<file path="src/rtl/phase_seq.sv">
// phase_seq: parametrised one-hot phase sequencer for the multicycle CPU
// control path. Steps through NPHASE phase strobes per instruction, with
// stall hold, early retire, halt/resume, single-step and a retired count.
//
// Ports:
//   clk        clock, rising edge
//   n_rst      asynchronous active-low reset
//   hlt        halt request (level), forces phases off
//   run        resume pulse, leaves HALTED
//   stall      hold current phase
//   last       current phase is the final one of this instruction
//   step_mode  1 = advance only when step is high
//   step       single-step advance enable
//   phase      one-hot phase vector, zero when not running (registered)
//   running    high while in RUN (registered)
//   inst_cnt   retired-instruction count, wraps (registered)
module phase_seq #(
  parameter int unsigned NPHASE   = 5,
  parameter int unsigned RST_SYNC = 3,
  parameter int unsigned CNT_W    = 16
) (
  input  logic              clk,
  input  logic              n_rst,
  input  logic              hlt,
  input  logic              run,
  input  logic              stall,
  input  logic              last,
  input  logic              step_mode,
  input  logic              step,
  output logic [NPHASE-1:0] phase,
  output logic              running,
  output logic [CNT_W-1:0]  inst_cnt
);

  localparam int unsigned PH_W = NPHASE;
  localparam int unsigned SY_W = RST_SYNC;
  localparam int unsigned CN_W = CNT_W;

  typedef enum logic [1:0] {
    IDLE   = 2'd0,
    RUN    = 2'd1,
    HALTED = 2'd2
  } state_t;

  state_t            state_q, state_d;
  logic [PH_W-1:0]   phase_q, phase_d;
  logic [CN_W-1:0]   cnt_q, cnt_d;
  logic              running_q, running_d;
  logic [SY_W-1:0]   sync_q;
  logic              sync_done;

  // Start-up synchroniser: ones shift in after reset release.
  always_ff @(posedge clk or negedge n_rst) begin
    if (!n_rst) begin
      sync_q <= '0;
    end else begin
      sync_q <= {sync_q[SY_W-2:0], 1'b1};
    end
  end

  assign sync_done = sync_q[SY_W-1];

  // State and output registers.
  always_ff @(posedge clk or negedge n_rst) begin
    if (!n_rst) begin
      state_q   <= IDLE;
      phase_q   <= '0;
      cnt_q     <= '0;
      running_q <= 1'b0;
    end else begin
      state_q   <= state_d;
      phase_q   <= phase_d;
      cnt_q     <= cnt_d;
      running_q <= running_d;
    end
  end

  // Next-state, next-phase and retire-count logic.
  always_comb begin
    state_d = state_q;
    phase_d = phase_q;
    cnt_d   = cnt_q;

    case (state_q)
      IDLE: begin
        phase_d = '0;
        if (hlt) begin
          state_d = HALTED;
        end else if (sync_done) begin
          phase_d = PH_W'(1);
          state_d = RUN;
        end
      end

      RUN: begin
        if (hlt) begin
          // In-flight instruction is abandoned without being counted.
          phase_d = '0;
          state_d = HALTED;
        end else if (stall) begin
          phase_d = phase_q;
        end else if (step_mode && !step) begin
          phase_d = phase_q;
        end else if (last || phase_q[PH_W-1]) begin
          // Retire: last in the final phase still counts only once.
          phase_d = PH_W'(1);
          cnt_d   = cnt_q + CN_W'(1);
        end else begin
          phase_d = {phase_q[PH_W-2:0], phase_q[PH_W-1]};
        end
      end

      HALTED: begin
        phase_d = '0;
        if (run && !hlt) begin
          phase_d = PH_W'(1);
          state_d = RUN;
        end
      end

      default: begin
        phase_d = '0;
        state_d = IDLE;
      end
    endcase

    running_d = (state_d == RUN);
  end

  assign phase    = phase_q;
  assign running  = running_q;
  assign inst_cnt = cnt_q;

endmodule
</file>
<file path="config.mk">
export PLATFORM = sky130hd
export DESIGN_NAME = phase_seq
export DESIGN_NICKNAME = d
export VERILOG_FILES = /design/src/rtl/phase_seq.sv
export SDC_FILE = /design/constraint.sdc
export NUM_CORES = 1
export LEC_CHECK = 0
export CORE_MARGIN = 1
export CORE_UTILIZATION = 43
export DETAILED_ROUTE_END_ITERATION = 8
export PLACE_DENSITY = 0.8
export SYNTH_ARGS = -nofsm -noshare
export SYNTH_HDL_FRONTEND = slang
export SYNTH_SLANG_ARGS = --single-unit
export TNS_END_PERCENT = 100
</file>
<file path="constraint.sdc">
create_clock -name clk -period 1.7 [get_ports clk]
set_clock_uncertainty 0.05 [all_clocks]
set_input_delay 0.17 -clock clk [delete_from_list [all_inputs] [get_ports clk]]
set_output_delay 0.17 -clock clk [all_outputs]
set_load 0.1 [all_outputs]
</file>
==> qor.yml <==
clock_tree:
  htreeDepth: 1
  numCtsBuffers: 3
  clk_pin_slew_ps: 140
  cts.path.max_buffers: 2
  cts_sinks: 27
  clock_tree_root_driver_cell: "clkbuf_4"
  cts_hold_buf: 0
  worst_skew_pair.late_latency_ps: 320
  clock_tree_from_tritoncts: "built"
route:
  dr.first_iter.drc_count: 10
  finalWirelength_um: 2750
  avgRoutedWirePerCell_um: 14.5
  drc: 0
  first_pass_iteration_count_of_the_detailed_router: 4
  route.detailed.vias_per_inst: 5.21
  detailroute.via_count: 989
  detail-route-antenna-nets: 0
synth:
  postSynth.asyncResetShare_pct: 100
  synth.area.top_cells: "dfrtp_1 (54%), xnor2_1 (6.3%), xor2_1 (4.2%)"
  netlist_area_um2: 1240
  most_common_flop_cell_mapped_by_yosys: "dfrtp_1"
  synth.cells.most_frequent: "dfrtp_1 (27), nand2_1 (12), nand3_1 (9), xnor2_1 (9), a21oi_1 (7)"
  post_synth_num_cell_types: 32
  synth_enable_flop_cells: 0
  synth-seq-cells: 27
  synthesis.instances: 113
  post-synth-top-area-cell: "dfrtp_1"
  yosysWarnings: 0
  syn_nets: 122
  ys_seq_area_share_pct: 54.3
  synth_most_common_cell: "dfrtp_1"
  yosysTopAreaCellShare_pct: 54.3
  synth.avg_cell_area_um2: 11.0
setup_path:
  rrSetupSlack_ps: -10
  worstSetupEndpoint: "inst_cnt[1]$_DFFE_PN0P_"
  rr_worst_depth: 5
  critical_path.max_fanout: 5
  timing_worst_setup_path_type: "flop to flop"
  crit_path_start_kind: "flop"
  worst-endpoint-arrival_ps: 1880
  worstPathCellList: "or3b_4, buf_6, nor4_4, buf_4, mux2_4"
  crit-reg2reg-launch: "state_q[1]$_DFF_PN0_"
  r2r-end: "inst_cnt[1]$_DFFE_PN0P_"
  cp_slowest_stage_delay_ps: 410
  cpMaxStageDelayCell: "dfrtp_1"
  setup.worst_path.end_class: "flop"
  worst_ep_required_time_ps: 1870
  crit_path_start: "state_q[1]$_DFF_PN0_"
min_path:
  hold_path_class: "input pin to asynchronous set/reset pin"
run_status:
  status: "finished, violations left"
  failed_checks: "negative setup slack"
flow_run:
  maxCapViolations: 0
floorplan:
  die_area_um2: 3110
  initial_core_util_pct: 45.1
  pin_count: 30
  x_dimension_of_the_die_um: 55.8
  row_count: 19
  core_area_um2: 2760
  dieHeight_um: 55.8
timing:
  timing.final.max_slew_violations: 0
  min_period_ps: 1710
  timing.final.crit_share_pct: 101
  unrepaired_setup_endpoints_after_global_routing: "yes"
  final-setup-viol-count: 1
  max_freq_ghz: 0.585
  hold_viol_final: 0
  worst_slack_ps: -10.4
placed_design:
  finalWeightedCongestion: 0.762
  placed_cells_incl_taps: 184
  place_area_um2: 1940
  hpwl_um: 2020
  portBuffers: 29
global_routing:
  antenna_found_initial: 0
  first_pass_grt_wire_length_um: 4560
  total_track_usage_pct: 18.9
  globalRouteOverflowTotal: 0
  grt_max_degree: 28
  via_count_of_the_first_global_routing_pass: 1012
power:
  vdd_drop_max_mv: 0.792
  power_density_nw_per_um2: 689
  p_leak_nw: 0.892
final_layout:
  final_cell_count_no_fill: 190
  nNetsFinal: 169
  syn2layout_area_growth_pct: 62.8
  fillerInstances: 203
  final_design_area_no_fill_um2: 2030
  antenna_cells_inserted: 0
  post_route_cells_drive_above_1_share_pct: 44.7
state kept, by name, summed over array words and instances (netlist names):
signal,count
inst_cnt,16
phase,5
sync_q,3
state_q,2
running,1
how the worst min path moves through the flow:
| stage | start | depth (start not counted) | end |
|---|---|---|---|
| detailed placement | sync_q[1]$_DFF_PN0_ | 0 | sync_q[2]$_DFF_PN0_ |
| floorplan | n_rst | 0 | inst_cnt[13]$_DFFE_PN0P_ |
| CTS | n_rst | 2 | inst_cnt[11]$_DFFE_PN0P_ |
| finish | n_rst | 2 | inst_cnt[10]$_DFFE_PN0P_ |
| global placement | sync_q[1]$_DFF_PN0_ | 0 | sync_q[2]$_DFF_PN0_ |
| global route | n_rst | 2 | state_q[1]$_DFF_PN0_ |
metrics by stage:
stage               worst slack (ps)  util, %  hold slack [ps]  TNS, ps  power, W
floorplan                       -163        -             -176     -759  0.000941
global placement                -245     70.4              284    -2820   0.00111
detailed placement              -293     70.4              285    -3560   0.00112
CTS                            -3.25     72.4              161    -3.25   0.00140
global route                   -43.7     73.5              186     -104   0.00145
finish                         -10.4     73.5              155    -10.4   0.00140
kinds of logic (layout without fill, tap and decap cells):
logic type	after synthesis	after routing	share of synthesized area, %
and+or+nand+nor	51	51	24.8
DFF	27	27	54.3
muxes	1	1	0.904
other	1	1	0.301
buffers and inverters	6	52	3.01
xor gates and xnor gates	15	15	10.6
AOI/OAI and AO/OA	11	11	5.13
adders and majority gates	1	1	1.00
report_power, final:
group	internal, W	total (W)	switching [W]
Clock	0.0000919	0.000275	0.000183
Sequential	0.000683	0.000730	0.0000464
Combinational	0.000154	0.000391	0.000238
Total	0.000929	0.00140	0.000467
area by class of cell:
| cell class | count | area, µm² | share of cell area, % |
|---|---|---|---|
| Timing Repair Buffer | 46 | 649 | 32.0 |
| Clock buffer | 4 | 26.3 | 1.30 |
| Multi-Input combinational cell | 80 | 586 | 28.9 |
| Tap cell | 31 | 38.8 | 1.91 |
| Sequential cell | 27 | 719 | 35.5 |
| Inverter | 2 | 7.51 | 0.370 |
layout by cell type (no fill, tap or decap), types with 2 or more instances in the layout:
cell type and instances:
nand2_1 11, dfrtp_1 12, and3_1 2, dfrtp_2 5, nor4_4 3, nor3_2 2, nor2_1 4, nor2b_1 3
clkbuf_4 3, buf_6 3, dfrtp_4 10, buf_12 22, inv_1 2, a21oi_1 7, nand2b_1 2, nand4_1 3
nand3_1 9, clkdlybuf4s50_1 7, buf_4 14, xnor2_1 9, nor3_4 2, xor2_1 6
critical path, delay by kind of cell (launching register included):
kind          cells  cell delay (ps)
mux               1              300
simple gates      2              530
buf+inv           2              320
flops             1              410
timing repair:
action                     CTS  global route
gates resized for setup      6             6
setup endpoints to repair    9            13
buffers inserted             1             1
pin swaps                    2             8
metal layers:
| layer | global-route usage, % | share of wire [%] | vias up |
|---|---|---|---|
| li1 | - | - | 473 |
| met1 | 22.8 | 41 | 482 |
| met2 | 33.6 | 54 | 28 |
| met3 | 2.79 | 3.6 | 6 |
| met4 | 7.86 | 1.9 | 0 |
| met5 | 0 | 0 | - |
Power figures use the tool's default switching activity.
